## src/rtl/arf_pkg.sv

```systemverilog
// arf_pkg: FunSel encodings shared by the address register file and its registers
package arf_pkg;
   typedef enum logic [2:0] {
      FS_DEC      = 3'b000,
      FS_INC      = 3'b001,
      FS_LOAD     = 3'b010,
      FS_CLEAR    = 3'b011,
      FS_LOAD_LO  = 3'b100,
      FS_LOAD_HI  = 3'b101,
      FS_HOLD     = 3'b110,
      FS_HOLD_ALT = 3'b111
   } fun_sel_t;
endpackage

```

## src/rtl/arf_reg.sv

```systemverilog
// arf_reg: one address register with async active-low reset, enable and FunSel decode
module arf_reg
   import arf_pkg::*;
#(
   parameter int              DATA_W  = 16,
   parameter logic [DATA_W-1:0] RST_VAL = '0
) (
   input  logic              clk_i,
   input  logic              rst_ni,
   input  logic              en_i,
   input  fun_sel_t          fun_i,
   input  logic [DATA_W-1:0] d_i,
   output logic [DATA_W-1:0] q_o
);
   localparam int LO = DATA_W / 2;
   localparam int HI = DATA_W - LO;

   logic [DATA_W-1:0] q_q, q_d;

   always_comb begin
      q_d = fun_i == FS_DEC     ? q_q - 1'b1 :
            fun_i == FS_INC     ? q_q + 1'b1 :
            fun_i == FS_LOAD    ? d_i :
            fun_i == FS_CLEAR   ? '0 :
            fun_i == FS_LOAD_LO ? {{HI{1'b0}}, d_i[LO-1:0]} :
            fun_i == FS_LOAD_HI ? {d_i[HI-1:0], q_q[LO-1:0]} :
                                  q_q;
   end

   always_ff @(posedge clk_i or negedge rst_ni) begin
      if (!rst_ni) q_q <= RST_VAL;
      else if (en_i) q_q <= q_d;
   end

   assign q_o = q_q;
endmodule

```

## src/rtl/addr_reg_file_p.sv

```systemverilog
// addr_reg_file_p: multi-port address register file with a stack-pointer register.
// Define ARF_BOUNDS_CHECK_EN to enable SP bounds checking with sticky SpOvf/SpUnf.
module addr_reg_file_p
   import arf_pkg::*;
#(
   parameter int                DATA_W   = 16,
   parameter int                NUM_REGS = 4,
   parameter int                NUM_RD   = 2,
   parameter int                SP_IDX   = 3,
   parameter logic [DATA_W-1:0] SP_MIN   = '0,
   parameter logic [DATA_W-1:0] SP_MAX   = '1
) (
   input  logic                                 Clock,
   input  logic                                 Reset_n,
   input  logic [DATA_W-1:0]                    I,
   input  logic [2:0]                           FunSel,
   input  logic [NUM_REGS-1:0]                  RegSel,
   input  logic [NUM_RD*$clog2(NUM_REGS)-1:0]   OutSel,
   output logic [NUM_RD*DATA_W-1:0]             Out,
   input  logic                                 FlagClr,
   output logic                                 SpOvf,
   output logic                                 SpUnf
);
   localparam int IDX_W = $clog2(NUM_REGS);

   if (NUM_REGS < 2 || SP_IDX >= NUM_REGS || SP_MIN >= SP_MAX) begin : g_bad_cfg
      $error("addr_reg_file_p: invalid register count, SP index or SP bounds");
   end

   fun_sel_t          fs;
   logic              sp_blk;
   logic [DATA_W-1:0] regs [NUM_REGS];
   logic [DATA_W-1:0] tab  [2**IDX_W];

   assign fs = fun_sel_t'(FunSel);

`ifdef ARF_BOUNDS_CHECK_EN
   logic push_blk, pop_blk, ovf_q, ovf_d, unf_q, unf_d;

   // A push at SP_MIN or a pop at SP_MAX is suppressed and flagged instead.
   assign push_blk = RegSel[SP_IDX] && fs == FS_DEC && regs[SP_IDX] == SP_MIN;
   assign pop_blk  = RegSel[SP_IDX] && fs == FS_INC && regs[SP_IDX] == SP_MAX;
   assign sp_blk   = push_blk | pop_blk;
   assign ovf_d    = push_blk | (ovf_q & ~FlagClr);
   assign unf_d    = pop_blk  | (unf_q & ~FlagClr);

   always_ff @(posedge Clock or negedge Reset_n) begin
      if (!Reset_n) begin
         ovf_q <= 1'b0;
         unf_q <= 1'b0;
      end else begin
         ovf_q <= ovf_d;
         unf_q <= unf_d;
      end
   end

   assign SpOvf = ovf_q;
   assign SpUnf = unf_q;
`else
   logic unused_flag_clr;

   assign unused_flag_clr = FlagClr;
   assign sp_blk          = 1'b0;
   assign SpOvf           = 1'b0;
   assign SpUnf           = 1'b0;
`endif

   for (genvar i = 0; i < NUM_REGS; i++) begin : g_reg
      arf_reg #(
         .DATA_W (DATA_W),
         .RST_VAL((i == SP_IDX) ? SP_MAX : {DATA_W{1'b0}})
      ) u_reg (
         .clk_i (Clock),
         .rst_ni(Reset_n),
         .en_i  (RegSel[i] & ~((i == SP_IDX) & sp_blk)),
         .fun_i (fs),
         .d_i   (I),
         .q_o   (regs[i])
      );
   end

   // Indices past the last register read as zero.
   for (genvar i = 0; i < 2**IDX_W; i++) begin : g_tab
      if (i < NUM_REGS) begin : g_hit
         assign tab[i] = regs[i];
      end else begin : g_miss
         assign tab[i] = '0;
      end
   end

   for (genvar k = 0; k < NUM_RD; k++) begin : g_rd
      assign Out[k*DATA_W +: DATA_W] = tab[OutSel[k*IDX_W +: IDX_W]];
   end
endmodule

```

## config.mk

```make
export PLATFORM = sky130hd
export DESIGN_NAME = addr_reg_file_p
export DESIGN_NICKNAME = d
export VERILOG_FILES = /design/src/rtl/arf_pkg.sv /design/src/rtl/arf_reg.sv /design/src/rtl/addr_reg_file_p.sv
export SDC_FILE = /design/constraint.sdc
export NUM_CORES = 1
export LEC_CHECK = 0
export BUFFER_PORTS_ARGS = -buffer_cell sky130_fd_sc_hd__buf_2
export CAP_MARGIN = 30
export CORE_MARGIN = 2
export CORE_UTILIZATION = 30
export DETAILED_ROUTE_END_ITERATION = 16
export PLACE_DENSITY = 0.52
export SYNTH_ARGS = -nofsm -noshare
export SYNTH_HDL_FRONTEND = slang
export SYNTH_SLANG_ARGS = --single-unit
```

## constraint.sdc

```tcl
create_clock -name Clock -period 2.2 [get_ports Clock]
set_input_delay 0.11 -clock Clock [delete_from_list [all_inputs] [get_ports Clock]]
set_output_delay 0.11 -clock Clock [all_outputs]
set_load 0.005 [all_outputs]
```

==> tab_implementation.tex, run 1 <==
\begin{tabular}{lr}
\hline
Metric & Value \\
\hline
\multicolumn{2}{l}{\textbf{Run}} \\
Max-cap violation count & 0 \\
\multicolumn{2}{l}{\textbf{Critical path}} \\
Critical path launch point type & flip-flop \\
CP most frequent cell & sky130\_fd\_sc\_hd\_\_buf\_4 \\
Endpoint required time on the critical path & 2460 ps \\
Arrival time worst endpoint & 2360 ps \\
Crit Path Max Fanout & 9 \\
Kind of cell adding the most delay to the critical path & simple AND/OR/NAND/NOR gates \\
Startpoint of the most critical register-to-register path & g\_reg[2].u\_reg.q\_o[1] \\
CP Buf/Inv Count & 2 \\
Critical Setup Path Class & reg2reg \\
Crit end category & flip-flop \\
CP Launch Point & g\_reg[2].u\_reg.q\_o[1] \\
Standard cell with the maximum stage delay on the critical path & sky130\_fd\_sc\_hd\_\_or4\_4 \\
Worst stage delay on the critical path & 560 ps \\
Series of cell instances along the critical path & buf\_4, or4\_4, nor4\_4, buf\_4, a211oi\_1, a41o\_1, nor3\_1 \\
\multicolumn{2}{l}{\textbf{Floorplan}} \\
Top Ports & 64 \\
Row count & 56 \\
Vertical die dimension & 158 µm \\
Core Region & 23,300 µm² \\
Effective utilization at floorplan & 30.4\% \\
Die outline area & 24,900 µm² \\
Die Span X & 158 µm \\
\multicolumn{2}{l}{\textbf{Run status}} \\
Result of the run & finished clean \\
\multicolumn{2}{l}{\textbf{Clock tree}} \\
Maximum root-to-sink buffer count & 2 \\
CTS sink count & 64 \\
TritonCTS buffer count & 9 \\
Clock slew at reported path FFs & 60 ps \\
Clock latency of the later-clocked register in the worst-skew pair & 350 ps \\
CTS Root Buffer Type & sky130\_fd\_sc\_hd\_\_clkbuf\_16 \\
Number of levels in the clock H-tree & 3 \\
Clock tree from TritonCTS & done \\
\multicolumn{2}{l}{\textbf{Timing}} \\
Worst slew margin & 57.6\% \\
Final-layout worst hold slack & 107 ps \\
Fin crit period & 2100 ps \\
Setup repair after global routing missed its margin & false \\
Final count of hold timing violations & 0 \\
Total count of max-transition violations in the final report & 0 \\
Setup TNS after final layout & 0 ps \\
Max Freq & 477 MHz \\
Crit share post-route & 95.3\% \\
Endpoints failing setup & 0 \\
Final Skew & 9.12 ps \\
Measured slew at the worst slew-check pin & 634 ps \\
\multicolumn{2}{l}{\textbf{Synth}} \\
EDFF count, synth & 0 \\
Async S/R FF share, synth & 100\% \\
Post-synthesis instance area & 7100 µm² \\
Number of distinct library cells after synthesis & 90 \\
Instance count of the mapped netlist & 889 \\
Sequential area share after synthesis & 22.8\% \\
Flip-flop and latch count after synthesis & 64 \\
Mapped Avg Cell Area & 7.99 µm² \\
Ys Warns & 0 \\
Flip-flop cell with the highest count after synthesis & sky130\_fd\_sc\_hd\_\_dfrtp\_1 \\
\multicolumn{2}{l}{\textbf{Route}} \\
Average wire per standard cell & 20.9 µm \\
Drt initial violations & 602 \\
Remaining antenna violation count & 0 \\
Via count & 7,304 \\
Residual DRC & 0 \\
Aggregate routed wire length & 26,300 µm \\
Via-per-instance ratio & 5.80 \\
First-pass DRT Iterations & 5 \\
\multicolumn{2}{l}{\textbf{Power and ir drop}} \\
Power dissipated by switching net loads & 2.20 mW \\
Internal Pwr Total & 3.38 mW \\
Switching power share of the total & 39.5\% \\
Max IR drop VDD & 0.265 mV \\
Power density over the cells & 673 nW/µm² \\
Share of power burned in registers & 32.4\% \\
Logic gate share of total power & 40.2\% \\
Part of the total power dissipated in the clock network & 27.4\% \\
Leakage Power & 3.19 nW \\
\multicolumn{2}{l}{\textbf{Global routing}} \\
Maximum number of pins on one net before global-route repair & 65 \\
Wire length of the first global-routing pass & 40,100 µm \\
Number of antenna violations at the first check in global routing & 0 \\
Overflow left after global routing & 0 \\
Via count of the first global-routing pass & 6,888 \\
GR Util All Layers & 21.3\% \\
\multicolumn{2}{l}{\textbf{Place}} \\
Count of placed standard cells including taps & 1,241 \\
Final weighted congestion in routability-driven placement & 0.886 \\
Detailed placement HPWL & 20,000 µm \\
Number of buffers inserted by port buffering & 60 \\
\multicolumn{2}{l}{\textbf{Layout}} \\
Post-Layout Cell Count & 1,260 \\
Net total in the final layout & 974 \\
Diode insertion count for antenna repair & 0 \\
Layout Area Growth over Synthesis & 16.7\% \\
Max reg flops & 64 \\
Ratio of cells with drive above 1 in the final layout & 24.3\% \\
\multicolumn{2}{l}{\textbf{Hold path}} \\
Min-delay worst type & in2async \\
\hline
\end{tabular}
## power groups by stage
stage / registers [mW] / clock network, mW / logic (mW)
after global placement: 1.81 / 0 / 2.20
after global routing: 1.85 / 1.59 / 2.45
after CTS: 1.80 / 1.54 / 2.22
final: 1.81 / 1.53 / 2.24
after floorplan: 1.56 / 0 / 1.62
after detailed placement: 1.82 / 0 / 2.21
## cells by family after synthesis
logic type                 count (synthesis)  share of synthesized area (%)
buffers and inverters                    134                           8.77
AOI/OAI and AO/OA                        249                           23.1
other                                      1                         0.0528
and+or+nand+nor                          346                           26.4
xor gates and xnor gates                  34                           4.19
muxes                                     49                           12.8
DFF                                       64                           22.8
adders and majority gates                 12                           1.97
## timing repair
item,4_1_cts,5_1_grt
setup buffers,0,1
hold buffers,1,0
setup endpoints to repair,0,2
gates resized for setup,0,1
endpoints found under the hold margin,48,0
## final timing paths
| kind | endpoint | slack (ps) | depth (start not counted) |
|---|---|---|---|
| max | g_reg[2].u_reg.q_o[13] | 100 | 7 |
| min | g_reg[0].u_reg.q_o[3] | 110 | 2 |
| max reg2reg | g_reg[2].u_reg.q_o[13] | 100 | 7 |
| min reg2reg | g_reg[3].u_reg.q_o[1] | 540 | 2 |
| max in group asynchronous | g_reg[3].u_reg.q_o[14] | 1490 | 3 |
| min in group Clock | g_reg[3].u_reg.q_o[15] | 180 | 3 |
## metrics by stage
step / power [mW] / instance area [µm²] / worst slack [ps] / utilization (%)
floorplan: 3.18 / 7110 / 36.4 / -
global placement: 4.01 / 7940 / 162 / 34.0
detailed placement: 4.03 / 7940 / 120 / 34.0
CTS: 5.57 / 8250 / 115 / 35.3
global route: 5.89 / 8290 / 18.1 / 35.5
finish: 5.58 / 8290 / 104 / 35.5
## cell type report
class                      instances  area (µm²)
fill                            2444       15000
clock inverter                     3        40.0
sequential                        64        1620
inverter                          25        93.8
timing repair buffer             144         993
tap                              319         399
clock buffer                      13         260
multi-input combinational        692        4880
## routing by layer
metal / GRT usage [%] / vias up / wire, µm
li1: - / 3411 / -
met1: 28.7 / 3576 / 11600
met2: 34.8 / 278 / 12300
met3: 3.42 / 39 / 1780
met4: 6.62 / 0 / 625
met5: 0 / - / 0
## cell usage in the layout, fill, tap and decap left out, types with 5 or more instances in the layout
| master | netlist | layout |
|---|---|---|
| sky130_fd_sc_hd__o21ai_1 | 11 | 11 |
| sky130_fd_sc_hd__buf_4 | 3 | 80 |
| sky130_fd_sc_hd__mux4_2 | 30 | 30 |
| sky130_fd_sc_hd__dfrtp_1 | 48 | 48 |
| sky130_fd_sc_hd__o211a_1 | 7 | 7 |
| sky130_fd_sc_hd__ha_1 | 8 | 8 |
| sky130_fd_sc_hd__nor4_1 | 20 | 19 |
| sky130_fd_sc_hd__o31ai_1 | 7 | 7 |
| sky130_fd_sc_hd__a21oi_1 | 67 | 67 |
| sky130_fd_sc_hd__o211ai_1 | 11 | 11 |
| sky130_fd_sc_hd__or3_1 | 10 | 10 |
| sky130_fd_sc_hd__nor3_1 | 28 | 28 |
| sky130_fd_sc_hd__a22oi_1 | 5 | 5 |
| sky130_fd_sc_hd__xor2_1 | 17 | 17 |
| sky130_fd_sc_hd__inv_1 | 25 | 25 |
| sky130_fd_sc_hd__o21ai_0 | 38 | 38 |
| sky130_fd_sc_hd__and3_1 | 9 | 9 |
| sky130_fd_sc_hd__nand3_1 | 41 | 41 |
| sky130_fd_sc_hd__nand4_1 | 28 | 28 |
| sky130_fd_sc_hd__xnor2_1 | 17 | 17 |
| sky130_fd_sc_hd__a31oi_1 | 9 | 9 |
| sky130_fd_sc_hd__nor2_1 | 68 | 68 |
| sky130_fd_sc_hd__mux2i_1 | 14 | 14 |
| sky130_fd_sc_hd__nor2b_1 | 8 | 8 |
| sky130_fd_sc_hd__a32o_1 | 6 | 6 |
| sky130_fd_sc_hd__nand2_1 | 76 | 76 |
| sky130_fd_sc_hd__clkbuf_16 | 0 | 9 |
| sky130_fd_sc_hd__o22ai_1 | 17 | 17 |
| sky130_fd_sc_hd__a21o_1 | 8 | 8 |
| sky130_fd_sc_hd__and4_1 | 6 | 6 |
| sky130_fd_sc_hd__dfstp_2 | 16 | 16 |
| sky130_fd_sc_hd__a211oi_1 | 11 | 11 |
| sky130_fd_sc_hd__nand2b_1 | 9 | 9 |
| sky130_fd_sc_hd__and2_1 | 12 | 12 |
| sky130_fd_sc_hd__buf_2 | 26 | 59 |
| sky130_fd_sc_hd__a311oi_1 | 11 | 11 |
## synthesized netlist by cell type, drive strengths merged, types with 9 or more instances
library cell  instances  area (µm²)
nor2                 69         267
nor4                 24         201
dfrtp                48        1200
clkbuf               70         294
nand2                76         285
inv                  25        93.8
nand2b                9        56.3
or3                  13        96.3
mux4                 32         728
a21o                  9        68.8
o21ai                49         245
o22ai                17         106
a21oi                67         335
a31oi                 9        56.3
and2                 15        95.1
nand4                29         188
dfstp                16         420
buf                  39         235
nand3                42         223
xor2                 17         149
xnor2                17         149
a211oi               11        82.6
and3                  9        56.3
a311oi               11        96.3
nor3                 30         160
o211ai               11        82.6
mux2i                14         140
## worst register-to-register path: cells and delay by family, from the launching register on
kind            cells  cell delay [ps]
compound gates      2              300
buf+inv             2              360
flops               1              370
simple gates        3              980
Power figures use the tool's default switching activity.
==> inputs of run 2 (changes only) <==
- CTS_BUF_LIST: not set -> sky130_fd_sc_hd__clkbuf_4 sky130_fd_sc_hd__clkbuf_8
==> run 2 against run 1 <==
  * Worst hold slack worse by 39 ps
  * Setup slack worse by 0.61 ps
  * Clock power fell by 24%
  * Cell count unchanged
  * Sequential cell count unchanged
  * Final area fell by 1.1%
  * Global-route usage is essentially flat
  * Register-to-register slack hardly changed
  * Critical endpoint unchanged
  * Non-clock buffer count unchanged
  * Wire length fell by 0.23%
  * Combinational power about the same
  * Largest cell class unchanged
==> tab_implementation.tex, run 2 (synthesis gave the netlist of run 1 again) <==
\begin{tabular}{lr}
\hline
Metric & Value \\
\hline
\multicolumn{2}{l}{\textbf{Critical path}} \\
Crit Path Max Fanout & 9 (unchanged) \\
Critical path launch point type & flip-flop \\
Series of cell instances along the critical path & buf\_4, or4\_4, nor4\_4, buf\_4, a211oi\_1, a41o\_1, nor3\_1 \\
Kind of cell adding the most delay to the critical path & simple AND/OR/NAND/NOR gates \\
Worst stage delay on the critical path & 560 ps (about the same) \\
Endpoint required time on the critical path & 2490 ps (+30 ps) \\
CP Buf/Inv Count & 2 (unchanged) \\
Arrival time worst endpoint & 2390 ps (+30 ps) \\
Critical Setup Path Class & reg2reg \\
Reg-to-reg setup timing slack & 100 ps (about the same) \\
Standard cell with the maximum stage delay on the critical path & sky130\_fd\_sc\_hd\_\_or4\_4 \\
CP most frequent cell & sky130\_fd\_sc\_hd\_\_buf\_4 \\
Crit end category & flip-flop \\
\multicolumn{2}{l}{\textbf{Route}} \\
Aggregate routed wire length & 26,300 µm (-0.23\%) \\
Drt initial violations & 598 (-0.66\%) \\
Average wire per standard cell & 20.8 µm (-0.23\%) \\
Residual DRC & 0 (unchanged) \\
Via-per-instance ratio & 5.75 (-0.77\%) \\
First-pass DRT Iterations & 5 (unchanged) \\
Remaining antenna violation count & 0 (unchanged) \\
Via count & 7,248 (-0.77\%) \\
\multicolumn{2}{l}{\textbf{Floorplan}} \\
Die outline area & 24,900 µm² (unchanged) \\
Die Span X & 158 µm (unchanged) \\
Vertical die dimension & 158 µm (unchanged) \\
Effective utilization at floorplan & 30.4\% (unchanged) \\
Core Region & 23,300 µm² (unchanged) \\
Top Ports & 64 (unchanged) \\
Row count & 56 (unchanged) \\
\multicolumn{2}{l}{\textbf{Clock tree}} \\
CTS Root Buffer Type & sky130\_fd\_sc\_hd\_\_clkbuf\_8 \\
Clock tree from TritonCTS & done \\
Maximum root-to-sink buffer count & 2 (unchanged) \\
Clock slew at reported path FFs & 80 ps (+20 ps) \\
Clock latency of the later-clocked register in the worst-skew pair & 380 ps (+30 ps) \\
Number of levels in the clock H-tree & 3 (unchanged) \\
CTS sink count & 64 (unchanged) \\
TritonCTS buffer count & 9 (unchanged) \\
\multicolumn{2}{l}{\textbf{Layout}} \\
Top library cells by usage in the layout, fill and taps aside & sky130\_fd\_sc\_hd\_\_buf\_4 (80), sky130\_fd\_sc\_hd\_\_nand2\_1 (76), sky130\_fd\_sc\_hd\_\_nor2\_1 (68) \\
Post-Layout Cell Count & 1,260 (unchanged) \\
Net total in the final layout & 974 (unchanged) \\
Leading cell type in the layout, fill and taps excluded & sky130\_fd\_sc\_hd\_\_buf\_4 \\
Count of fill cells added during filler insertion & 2,456 (+0.49\%) \\
Ratio of cells with drive above 1 in the final layout & 24.5\% (+0.21 points) \\
Max reg flops & 64 (unchanged) \\
End-of-flow core utilization & 35.1\% (-0.40 points) \\
Diode insertion count for antenna repair & 0 (unchanged) \\
Final non-filler cell area & 8190 µm² (-1.1\%) \\
Layout Area Growth over Synthesis & 15.4\% \\
\multicolumn{2}{l}{\textbf{Timing}} \\
Final count of hold timing violations & 0 (unchanged) \\
Max Freq & 477 MHz (about the same) \\
Worst slew margin & 58.9\% (+1.3 points) \\
Crit share post-route & 95.3\% (about the same) \\
Setup repair after global routing missed its margin & false \\
Final Skew & 15.6 ps (+6.52 ps) \\
Final-layout worst hold slack & 68.2 ps (-38.9 ps) \\
Setup TNS after final layout & 0 ps (unchanged) \\
Fin crit period & 2100 ps (+0.607 ps) \\
Post-route worst setup slack & 104 ps (-0.607 ps) \\
Measured slew at the worst slew-check pin & 614 ps (-20.1 ps) \\
Total count of max-transition violations in the final report & 0 (unchanged) \\
Endpoints failing setup & 0 (unchanged) \\
\multicolumn{2}{l}{\textbf{Place}} \\
Number of buffers inserted by port buffering & 60 (unchanged) \\
Count of placed standard cells including taps & 1,241 (unchanged) \\
Detailed placement HPWL & 20,000 µm (unchanged) \\
Final weighted congestion in routability-driven placement & 0.886 (unchanged) \\
Area of placed instances & 7940 µm² (unchanged) \\
Post-place setup slack & 120 ps (unchanged) \\
\multicolumn{2}{l}{\textbf{Global routing}} \\
GR Util All Layers & 21.3\% (about the same) \\
Maximum number of pins on one net before global-route repair & 65 (unchanged) \\
Wire length of the first global-routing pass & 40,100 µm (about the same) \\
Via count of the first global-routing pass & 6,887 (-0.015\%) \\
Overflow left after global routing & 0 (unchanged) \\
Number of antenna violations at the first check in global routing & 0 (unchanged) \\
\multicolumn{2}{l}{\textbf{Hold path}} \\
Min-delay worst type & in2async \\
\multicolumn{2}{l}{\textbf{Power and ir drop}} \\
Switching power share of the total & 41.4\% (+1.9 points) \\
Share of power burned in registers & 34.7\% (+2.3 points) \\
Part of the total power dissipated in the clock network & 22.2\% (-5.2 points) \\
Logic gate share of total power & 43.0\% (+2.8 points) \\
Power density over the cells & 634 nW/µm² (-5.8\%) \\
Overall power of the completed layout & 5.19 mW (-6.9\%) \\
Max IR drop VDD & 0.224 mV (-16\%) \\
Power dissipated by switching net loads & 2.15 mW (-2.4\%) \\
Internal Pwr Total & 3.04 mW (-9.8\%) \\
Leakage Power & 3.16 nW (-1.2\%) \\
\multicolumn{2}{l}{\textbf{Run}} \\
Max-cap violation count & 0 (unchanged) \\
\multicolumn{2}{l}{\textbf{Run status}} \\
Result of the run & finished clean \\
\hline
\end{tabular}
-- run 2: cell counts in the layout (fill, tap and decap cells not counted) --
Identical to the previous run, type by type.
-- run 2: cell type report --
cell class                      instances  area, µm²  share of cell area, %
Inverter                               25       93.8                   1.15
Multi-Input combinational cell        692       4880                   59.6
Sequential cell                        64       1620                   19.8
Tap cell                              319        399                   4.87
Timing Repair Buffer                  144        993                   12.1
Clock buffer                           13        166                   2.03
Clock inverter                          3       40.0                  0.489
-- run 2: routing by layer --
metal  up-vias  part of all wire [%]  track usage (%)
li1       3407                     -                -
met1      3544                    44             28.6
met2       257                    47             34.7
met3        40                   6.5             3.61
met4         0                   2.4             6.80
met5         -                     0                0
-- run 2: final timing paths --
path                            depth (start not counted)                endpoint                   from
worst max register to register                          7  g_reg[2].u_reg.q_o[13]  g_reg[2].u_reg.q_o[1]
max in group asynchronous                               3  g_reg[3].u_reg.q_o[10]                Reset_n
worst min-delay path                                    2   g_reg[0].u_reg.q_o[2]                Reset_n
min in group Clock                                      3  g_reg[3].u_reg.q_o[15]              RegSel[3]
worst min register to register                          2   g_reg[3].u_reg.q_o[1]  g_reg[3].u_reg.q_o[1]
worst max-delay path                                    7  g_reg[2].u_reg.q_o[13]  g_reg[2].u_reg.q_o[1]
-- run 2: power groups by stage --
stage / combinational [mW] / sequential, mW / clock, mW
4_1_cts: 2.22 / 1.80 / 1.17
5_1_grt: 2.45 / 1.85 / 1.22
3_3_place_gp: 2.20 / 1.81 / 0
3_5_place_dp: 2.21 / 1.82 / 0
2_1_floorplan: 1.62 / 1.56 / 0
6_report: 2.24 / 1.80 / 1.16
-- run 2: timing repair --
action,4_1_cts,5_1_grt
hold buffers,1,0
gates resized for setup,0,1
hold endpoints to repair,48,0
buffers inserted,0,1
setup endpoints to repair,0,2
-- run 2: worst register-to-register path, cell delays in order (launching register included) --
cell	delay, ps
sky130_fd_sc_hd__dfrtp_1	380
sky130_fd_sc_hd__buf_4	180
sky130_fd_sc_hd__or4_4	570
sky130_fd_sc_hd__nor4_4	260
sky130_fd_sc_hd__buf_4	190
sky130_fd_sc_hd__a211oi_1	80
sky130_fd_sc_hd__a41o_1	220
sky130_fd_sc_hd__nor3_1	160
==> inputs of run 3 (changes only) <==
- CELL_PAD_IN_SITES_DETAIL_PLACEMENT: not set -> 1
- CELL_PAD_IN_SITES_GLOBAL_PLACEMENT: not set -> 1
- PLACE_DENSITY: 0.52 -> 0.64
==> run 3 against run 2 <==
  * Sequential share of layout area is 0.096 points lower
  * Critical endpoint is now g_reg[3].u_reg.q_o[14]
  * Highest routed layer unchanged
  * First-iteration DRC count down 14%
  * Largest power group unchanged
  * Final area grew 0.49%
  * Register-to-register slack improved by 40 ps
==> tab_implementation.tex, run 3 (synthesis gave the netlist of run 1 again) <==
\begin{tabular}{lr}
\hline
Metric & Value \\
\hline
\multicolumn{2}{l}{\textbf{Global routing}} \\
Maximum number of pins on one net before global-route repair & 56 (-14\%) \\
Via count of the first global-routing pass & 7,698 (+12\%) \\
Overflow left after global routing & 0 (unchanged) \\
Number of antenna violations at the first check in global routing & 0 (unchanged) \\
Wire length of the first global-routing pass & 45,600 µm (+14\%) \\
GR Util All Layers & 24.2\% (+2.9 points) \\
\multicolumn{2}{l}{\textbf{Floorplan}} \\
Core Region & 23,300 µm² (unchanged) \\
Effective utilization at floorplan & 30.4\% (unchanged) \\
Die outline area & 24,900 µm² (unchanged) \\
Top Ports & 64 (unchanged) \\
Die Span X & 158 µm (unchanged) \\
Vertical die dimension & 158 µm (unchanged) \\
Row count & 56 (unchanged) \\
\multicolumn{2}{l}{\textbf{Layout}} \\
Layout Area Growth over Synthesis & 15.9\% \\
Max reg flops & 64 (unchanged) \\
Post-Layout Cell Count & 1,265 (+0.40\%) \\
Ratio of cells with drive above 1 in the final layout & 25.1\% (+0.50 points) \\
End-of-flow core utilization & 35.3\% (+0.17 points) \\
Net total in the final layout & 979 (+0.51\%) \\
Top library cells by usage in the layout, fill and taps aside & sky130\_fd\_sc\_hd\_\_buf\_4 (86), sky130\_fd\_sc\_hd\_\_nand2\_1 (76), sky130\_fd\_sc\_hd\_\_nor2\_1 (68) \\
Diode insertion count for antenna repair & 0 (unchanged) \\
Final non-filler cell area & 8230 µm² (+0.49\%) \\
Leading cell type in the layout, fill and taps excluded & sky130\_fd\_sc\_hd\_\_buf\_4 \\
\multicolumn{2}{l}{\textbf{Timing}} \\
Final-layout worst hold slack & 159 ps (+90.7 ps) \\
Max Freq & 487 MHz (+2.0\%) \\
Setup repair after global routing missed its margin & false \\
Post-route worst setup slack & 145 ps (+40.9 ps) \\
Measured slew at the worst slew-check pin & 717 ps (+103 ps) \\
Final Skew & 21.1 ps (+5.42 ps) \\
Final count of hold timing violations & 0 (unchanged) \\
Worst slew margin & 52.2\% (-6.7 points) \\
Setup TNS after final layout & 0 ps (unchanged) \\
Endpoints failing setup & 0 (unchanged) \\
Crit share post-route & 93.4\% (-1.9 points) \\
Total count of max-transition violations in the final report & 0 (unchanged) \\
Fin crit period & 2060 ps (-40.9 ps) \\
\multicolumn{2}{l}{\textbf{Power and ir drop}} \\
Power density over the cells & 653 nW/µm² (+3.1\%) \\
Max IR drop VDD & 0.274 mV (+22\%) \\
Leakage Power & 3.18 nW (+0.76\%) \\
Overall power of the completed layout & 5.38 mW (+3.6\%) \\
\multicolumn{2}{l}{\textbf{Place}} \\
Post-place setup slack & 87.4 ps (-33.1 ps) \\
Count of placed standard cells including taps & 1,248 (+0.56\%) \\
Area of placed instances & 7990 µm² (+0.66\%) \\
Number of buffers inserted by port buffering & 60 (unchanged) \\
Final weighted congestion in routability-driven placement & 0.926 (+4.5\%) \\
Detailed placement HPWL & 22,300 µm (+12\%) \\
\multicolumn{2}{l}{\textbf{Route}} \\
Remaining antenna violation count & 0 (unchanged) \\
Via count & 7,524 (+3.8\%) \\
Drt initial violations & 512 (-14\%) \\
First-pass DRT Iterations & 5 (unchanged) \\
Aggregate routed wire length & 29,200 µm (+11\%) \\
Residual DRC & 0 (unchanged) \\
Average wire per standard cell & 23.1 µm (+11\%) \\
Via-per-instance ratio & 5.95 (+3.4\%) \\
\multicolumn{2}{l}{\textbf{Clock tree}} \\
Maximum root-to-sink buffer count & 2 (unchanged) \\
TritonCTS buffer count & 9 (unchanged) \\
CTS Root Buffer Type & sky130\_fd\_sc\_hd\_\_clkbuf\_8 \\
Clock latency of the later-clocked register in the worst-skew pair & 380 ps (about the same) \\
CTS sink count & 64 (unchanged) \\
Clock tree from TritonCTS & done \\
Clock slew at reported path FFs & 90 ps (about the same) \\
Number of levels in the clock H-tree & 3 (unchanged) \\
\multicolumn{2}{l}{\textbf{Hold path}} \\
Cells on Worst Hold Path & 3 \\
Worst hold endpoint & g\_reg[3].u\_reg.q\_o[15] \\
Min-delay worst type & in2reg \\
Min-Delay Startpoint & RegSel[3] \\
\multicolumn{2}{l}{\textbf{Critical path}} \\
Series of cell instances along the critical path & ha\_1, nand3\_1, nor4\_1, xor2\_1, nand2\_1, a311oi\_1 \\
Crit Path Max Fanout & 7 (-2) \\
Standard cell with the maximum stage delay on the critical path & sky130\_fd\_sc\_hd\_\_dfstp\_2 \\
Length in cells of the worst reg-to-reg path & 6 (-1) \\
Startpoint of the most critical register-to-register path & g\_reg[3].u\_reg.q\_o[1] \\
Endpoint of the worst-slack reg-to-reg timing path & g\_reg[3].u\_reg.q\_o[14] \\
Crit end category & flip-flop \\
Arrival time worst endpoint & 2340 ps (-50 ps) \\
Reg-to-reg setup timing slack & 140 ps (+40 ps) \\
Critical path launch point type & flip-flop \\
Endpoint required time on the critical path & 2490 ps (about the same) \\
Worst stage delay on the critical path & 610 ps (+50 ps) \\
Critical Setup Path Class & reg2reg \\
\multicolumn{2}{l}{\textbf{Run}} \\
Max-cap violation count & 0 (unchanged) \\
\multicolumn{2}{l}{\textbf{Run status}} \\
Result of the run & finished clean \\
\hline
\end{tabular}
-- run 3: worst max-delay path by stage --
stage	to	slack (ps)	cells after the start	startpoint
after detailed placement	g_reg[1].u_reg.q_o[10]	90	7	g_reg[1].u_reg.q_o[1]
after global placement	g_reg[2].u_reg.q_o[12]	180	7	g_reg[2].u_reg.q_o[0]
after CTS	g_reg[1].u_reg.q_o[10]	70	7	g_reg[1].u_reg.q_o[1]
after floorplan	g_reg[2].u_reg.q_o[12]	40	8	g_reg[2].u_reg.q_o[0]
final	g_reg[3].u_reg.q_o[14]	140	6	g_reg[3].u_reg.q_o[1]
after global routing	g_reg[3].u_reg.q_o[14]	40	6	g_reg[3].u_reg.q_o[1]
-- run 3: what timing repair did --
| item | 4_1_cts | 5_1_grt |
|---|---|---|
| setup endpoints to repair | 0 | 3 |
| setup buffers | 0 | 0 |
| hold endpoints to repair | 22 | 0 |
| gates resized for setup | 0 | 2 |
| hold buffers | 1 | 0 |
-- run 3: worst max-delay path, delay by kind of cell (launching register included) --
kind	cells	cell delay (ps)
AO/OA/AOI/OAI	1	280
flip-flops	1	610
adder cells (fa/ha/maj)	1	200
AND/OR/NAND/NOR	3	670
XOR/XNOR	1	200
-- run 3: area by class of cell --
| type | count | area (µm²) |
|---|---|---|
| Tap cell | 319 | 399 |
| Clock inverter | 3 | 65.1 |
| Inverter | 25 | 93.8 |
| Timing Repair Buffer | 149 | 1010 |
| Fill cell | 2876 | 15100 |
| Clock buffer | 13 | 160 |
| Sequential cell | 64 | 1620 |
| Multi-Input combinational cell | 692 | 4880 |
-- run 3: report_power, final --
group | switching (mW) | internal, mW | leakage, nW
combinational | 1.27 | 1.02 | 2.31
sequential | 0.403 | 1.42 | 0.748
clock | 0.558 | 0.707 | 0.118
total | 2.24 | 3.15 | 3.18
-- run 3: per-layer routing --
| metal | track usage [%] | routed length [µm] |
|---|---|---|
| met2 | 40.5 | 14300 |
| met3 | 2.52 | 1270 |
| met1 | 32.5 | 13100 |
| met5 | 0 | 0 |
| met4 | 8.05 | 597 |
